==> src/rtl/clock_time_counter.sv <==
// Seconds/minutes/hours counters driven by synchronized increment strobes, with wrap pulses and BCD views.
// Define CLOCK_HOUR12_EN for a 12-hour o_hour display and a live o_pm flag (hour24 still counts 0..23).
module clock_time_counter (
  input  logic       clk,
  input  logic       rst_n,
  input  logic       i_sec_clk,
  input  logic       i_min_clk,
  input  logic       i_hour_clk,
  output logic [5:0] o_sec,
  output logic [5:0] o_min,
  output logic [4:0] o_hour,
  output logic [7:0] o_sec_bcd,
  output logic [7:0] o_min_bcd,
  output logic [7:0] o_hour_bcd,
  output logic       o_max_hit_sec,
  output logic       o_max_hit_min,
  output logic       o_max_hit_hour,
  output logic       o_pm
);

  localparam logic [5:0] SecMax  = 6'd59;
  localparam logic [5:0] MinMax  = 6'd59;
  localparam logic [4:0] HourMax = 5'd23;

  logic [2:0] in_vec;
  logic [2:0] s1_q, s1_d;
  logic [2:0] s2_q, s2_d;
  logic [2:0] s3_q, s3_d;
  logic       load_q, load_d;
  logic [2:0] rise;
  logic [5:0] sec_q, sec_d;
  logic [5:0] min_q, min_d;
  logic [4:0] hour24_q, hour24_d;
  logic [2:0] max_hit_q, max_hit_d;

  function automatic logic [7:0] to_bcd(input logic [5:0] v);
    to_bcd = {4'(v / 6'd10), 4'(v % 6'd10)};
  endfunction

  assign in_vec = {i_hour_clk, i_min_clk, i_sec_clk};

  // First cycle after reset: load the live input everywhere so a held-high strobe is not a rise.
  always_comb begin
    load_d = 1'b0;
    s1_d   = in_vec;
    s2_d   = s1_q;
    s3_d   = s2_q;
    if (load_q) begin
      s2_d = in_vec;
      s3_d = in_vec;
    end
  end

  assign rise = s2_q & ~s3_q;

  always_comb begin
    sec_d     = sec_q;
    min_d     = min_q;
    hour24_d  = hour24_q;
    max_hit_d = 3'b000;
    if (rise[0]) begin
      if (sec_q == SecMax) begin
        sec_d        = 6'd0;
        max_hit_d[0] = 1'b1;
      end else begin
        sec_d = sec_q + 6'd1;
      end
    end
    if (rise[1]) begin
      if (min_q == MinMax) begin
        min_d        = 6'd0;
        max_hit_d[1] = 1'b1;
      end else begin
        min_d = min_q + 6'd1;
      end
    end
    if (rise[2]) begin
      if (hour24_q == HourMax) begin
        hour24_d     = 5'd0;
        max_hit_d[2] = 1'b1;
      end else begin
        hour24_d = hour24_q + 5'd1;
      end
    end
  end

  always_ff @(posedge clk) begin
    if (!rst_n) begin
      load_q    <= 1'b1;
      s1_q      <= 3'b000;
      s2_q      <= 3'b000;
      s3_q      <= 3'b000;
      sec_q     <= 6'd0;
      min_q     <= 6'd0;
      hour24_q  <= 5'd0;
      max_hit_q <= 3'b000;
    end else begin
      load_q    <= load_d;
      s1_q      <= s1_d;
      s2_q      <= s2_d;
      s3_q      <= s3_d;
      sec_q     <= sec_d;
      min_q     <= min_d;
      hour24_q  <= hour24_d;
      max_hit_q <= max_hit_d;
    end
  end

  assign o_sec          = sec_q;
  assign o_min          = min_q;
  assign o_max_hit_sec  = max_hit_q[0];
  assign o_max_hit_min  = max_hit_q[1];
  assign o_max_hit_hour = max_hit_q[2];

`ifdef CLOCK_HOUR12_EN
  logic [4:0] hour_disp_q, hour_disp_d;
  logic       pm_q, pm_d;

  // Display hour is registered from the next hour24 so it stays aligned with the counters.
  always_comb begin
    pm_d        = (hour24_d >= 5'd12);
    hour_disp_d = pm_d ? (hour24_d - 5'd12) : hour24_d;
    if (hour_disp_d == 5'd0) begin
      hour_disp_d = 5'd12;
    end
  end

  always_ff @(posedge clk) begin
    if (!rst_n) begin
      hour_disp_q <= 5'd12;
      pm_q        <= 1'b0;
    end else begin
      hour_disp_q <= hour_disp_d;
      pm_q        <= pm_d;
    end
  end

  assign o_hour = hour_disp_q;
  assign o_pm   = pm_q;
`else
  assign o_hour = hour24_q;
  assign o_pm   = 1'b0;
`endif

  assign o_sec_bcd  = to_bcd(sec_q);
  assign o_min_bcd  = to_bcd(min_q);
  assign o_hour_bcd = to_bcd({1'b0, o_hour});

endmodule

==> config.mk <==
export PLATFORM = sky130hd
export DESIGN_NAME = clock_time_counter
export DESIGN_NICKNAME = d
export VERILOG_FILES = /design/src/rtl/clock_time_counter.sv
export SDC_FILE = /design/constraint.sdc
export NUM_CORES = 1
export LEC_CHECK = 0
export CAP_MARGIN = 20
export CORE_MARGIN = 2
export CORE_UTILIZATION = 40
export CTS_CLUSTER_SIZE = 16
export DETAILED_ROUTE_END_ITERATION = 10
export GPL_TIMING_DRIVEN = 0
export MAX_ROUTING_LAYER = met4
export PLACE_DENSITY = 0.67
export SLEW_MARGIN = 10
export SYNTH_ARGS = -nofsm -noshare
export SYNTH_HDL_FRONTEND = slang
export SYNTH_SLANG_ARGS = --single-unit
==> constraint.sdc <==
create_clock -name clk -period 2.63 [get_ports clk]
set_input_delay 0.3945 -clock clk [delete_from_list [all_inputs] [get_ports clk]]
set_output_delay 0.3945 -clock clk [all_outputs]
set_load 0.02 [all_outputs]
==> impl_metrics.env <==
export IMPL_clkPwrFrac_pct=44.0
export IMPL_switching_share_pct=23.4
export IMPL_crit_buf_inv=4
export IMPL_whs_path_depth=2
export IMPL_worstSetupEndpointType="output port"
export IMPL_h_tree_depth=2
export IMPL_p_leak_nw=1.14
export IMPL_nNetsFinal=328
export IMPL_drt_iter0_drc=101
export IMPL_status="finished clean"
export IMPL_grt_pass1_vias=1585
export IMPL_ys_seq_area_share_pct=30.2
export IMPL_cp_data_required_time_ns=2.24
export IMPL_internal_power_uw=793
export IMPL_nFillCells=460
export IMPL_yosys_warnings=0
export IMPL_path_clk_slew_ns=0.06
export IMPL_criticalPathCategory="reg2out"
export IMPL_final_cells=377
export IMPL_switchingPower_uw=242
export IMPL_cp_start_kind="flop"
export IMPL_grt_overflow=0
export IMPL_die_h_um=74.5
export IMPL_worstReg2RegStart="o_sec[3]"
export IMPL_cts_sinks=30
export IMPL_vias=1796
export IMPL_cp_top_family="compound AO/OA/AOI/OAI gates"
export IMPL_cts_buffer_depth=2
export IMPL_area_growth_pct=40.2
export IMPL_cap_viol_max_count=0
export IMPL_cts_hold_buf=0
export IMPL_rsz0062_at_grt="yes"
export IMPL_die_area_um2=5540
export IMPL_hold_class="reg2reg"
export IMPL_cts_tree="built"
export IMPL_fin_crit_sh_pct=98.7
export IMPL_track_usage_pct=16.8
export IMPL_endpoint="o_min_bcd[3]"
export IMPL_syn_inst=247
export IMPL_rows=25
export IMPL_wire_per_inst_um=11.2
export IMPL_crit_path_frequent_cell="buf_4"
export IMPL_dr_pass1_iters=5
export IMPL_vdd_drop_max_uv=233
export IMPL_clock_skew_ns=0.00692
export IMPL_cp_arrival_ns=2.20
export IMPL_grt_max_degree=11
export IMPL_ys_ff_latch=30
export IMPL_hold_violations=0
export IMPL_crit_slowest_cell="dfxtp_4"
export IMPL_reg2reg_to="o_sec[0]"
export IMPL_path_depth=10
export IMPL_start_util_pct=41.8
export IMPL_syn_area_um2=1990
export IMPL_placed_cells=362
export IMPL_slowest_delay_ns=0.36
export IMPL_drive_above_1_share_pct=20.3
export IMPL_finalSetupViolCount=0
export IMPL_fp_dieW_um=74.5
export IMPL_rrSetupSlack_ns=1.08
export IMPL_drt_wl_total_mm=4.23
export IMPL_cp_max_fo=5
export IMPL_r2r_cells=6
export IMPL_combPwrFrac_pct=9.7
export IMPL_fmax_ghz=0.385
export IMPL_numCtsBuffers=5
export IMPL_worstSkewPairLatency_ns=0.29
export IMPL_grt_first_pass_wirelength_mm=7.05
export IMPL_drc_errors=0
export IMPL_synth_distinct_cells=53
export IMPL_setup_tns_final_ns=0
export IMPL_total_power_mw=1.04
export IMPL_powerDensity_nw_per_um2=372
export IMPL_dp_hpwl_mm=2.96
export IMPL_pin_count=50
export IMPL_antenna_found_initial=0
export IMPL_place_congestion=0.778
export IMPL_core_area_um2=4750
export IMPL_drtAntennaViolNets=0
export IMPL_crit_start="o_min[4]"
export IMPL_post_route_min_period_ns=2.60
export IMPL_power_frac_seq_pct=46.3
export IMPL_crit_chain="inv_4 > ha_4 > and4bb_2 > o21ai_2 > o211ai_2 > buf_4 > buf_4 > o41ai_2 > mux2_1 > buf_6"
export IMPL_n_antenna_cell=0
export IMPL_avgSynthCellArea_um2=8.04
export IMPL_cts_root_buf="clkbuf_8"
export IMPL_via_per_inst=4.76
export IMPL_final_max_slew_viol_count=0
export IMPL_io_buffers=44
-- power groups by stage --
stage	clock (mW)	combinational [mW]	sequential [mW]
global placement	0	0.0987	0.490
global route	0.492	0.110	0.482
CTS	0.469	0.100	0.480
floorplan	0	0.0607	0.493
detailed placement	0	0.100	0.491
finish	0.456	0.100	0.479
-- sequential cells by signal, summed over array words and instances (netlist names) --
register,flops
o_min,6
load_q,1
max_hit_q,3
o_hour,5
o_sec,6
s3_q,3
s1_q,3
s2_q,3
-- through the flow --
stage	cell area [um^2]	setup slack [ns]	hold slack, ns	util [%]
2_1_floorplan	2010	0.0504	0.436	-
3_3_place_gp	2530	-0.567	0.439	53.3
3_5_place_dp	2530	-0.552	0.445	53.3
4_1_cts	2740	-0.0988	0.459	57.6
5_1_grt	2780	-0.0786	0.465	58.6
6_report	2780	0.0339	0.455	58.6
-- worst register-to-register path, stage by stage, from the launching register on --
cell	delay, ns
dfxtp_1	0.32
buf_4	0.18
nand2_1	0.12
nor3b_1	0.32
inv_1	0.10
o21ai_0	0.31
nor2_1	0.09
-- how the worst min path moves through the flow --
| stage | startpoint | to | slack, ns |
|---|---|---|---|
| final | s1_q[0] | s2_q[0] | 0.46 |
| after global routing | s1_q[1] | s2_q[1] | 0.47 |
| after CTS | s1_q[1] | s2_q[1] | 0.46 |
| after detailed placement | s1_q[1] | s2_q[1] | 0.45 |
| after global placement | s1_q[2] | s2_q[2] | 0.44 |
| after floorplan | s1_q[0] | s2_q[0] | 0.44 |
-- cell type report --
cell class | count | area [um^2] | area share [%]
buffer | 17 | 118 | 4.22
clock buffer | 5 | 68.8 | 2.47
clock inverter | 3 | 40.0 | 1.44
inverter | 15 | 58.8 | 2.11
multi-input combinational | 186 | 1300 | 46.6
sequential | 30 | 607 | 21.8
tap | 67 | 83.8 | 3.01
timing repair buffer | 54 | 512 | 18.4
-- synthesized netlist by cell type, drive strengths merged --
master	number	area (um^2)
and4bb	1	12.5
buf	15	118
nand2	16	60.1
clkbuf	5	18.8
nand2b	12	85.1
conb	1	3.75
o21ai	16	80.1
a21oi	19	95.1
o211ai	3	27.5
o21a	5	37.5
or3	2	12.5
xor2	4	35.0
a211oi	1	12.5
nand3	3	15.0
ha	14	175
o41ai	1	16.3
o2111ai	2	23.8
o22ai	2	12.5
mux2i	2	20.0
a311oi	1	8.76
o31ai	1	7.51
nor4	1	6.26
and2b	3	22.5
nor2b	6	40.0
a21o	1	7.51
and3b	1	8.76
nor3	5	25.0
dfxtp	30	601
a31o	1	8.76
or2b	2	16.3
mux2	1	11.3
nor3b	6	50.1
a31oi	2	12.5
o2bb2ai	1	8.76
nand4	4	25.0
o311ai	1	8.76
and2	4	25.0
nor2	30	115
inv	15	56.3
xnor2	6	52.6
a21boi	1	7.51
-- routing by layer --
metal  up-vias  part of all wire, %  routed length [um]  track usage (%)
met5         -                    0                   0                -
met4         0                  1.2                  51             6.55
met3         5                  3.9                 166             3.66
met2        36                   45                1910             25.0
met1       801                   50                2100             22.2
li1        954                    -                   -                -
-- cell usage in the layout, fill, tap and decap left out, types with 5 or more instances in the layout --
| master | count |
|---|---|
| clkdlybuf4s50_1 | 33 |
| nor2_1 | 29 |
| dfxtp_1 | 27 |
| buf_4 | 21 |
| a21oi_1 | 19 |
| nand2_1 | 16 |
| inv_1 | 12 |
| ha_1 | 12 |
| o21ai_0 | 11 |
| nand2b_1 | 9 |
| xnor2_1 | 6 |
| o21a_1 | 5 |
| nor3b_1 | 5 |
| nor2b_1 | 5 |
| nor3_1 | 5 |
| conb_1 | 5 |
| clkbuf_8 | 5 |
-- timing repair --
action / in CTS / in global routing
cloned: 0 / 0
setup buffers: 9 / 2
endpoints found under the setup margin: 12 / 9
gates resized for setup: 37 / 14
pin swaps: 3 / 8
-- logic make-up (layout without fill, tap and decap cells) --
logic type               Yosys count  in the layout  share of synthesized area [%]
multiplexers                       3              3                           1.58
XOR/XNOR                          10             10                           4.41
flip-flops                        30             30                           30.2
AND/OR/NAND/NOR                   96             96                           26.1
other                              1              5                          0.189
AO/OA/AOI/OAI                     58             58                           18.9
adder cells (fa/ha/maj)           14             14                           8.82
buffers and inverters             35             94                           9.70
Note: power is estimated with default switching activity, not from simulation.
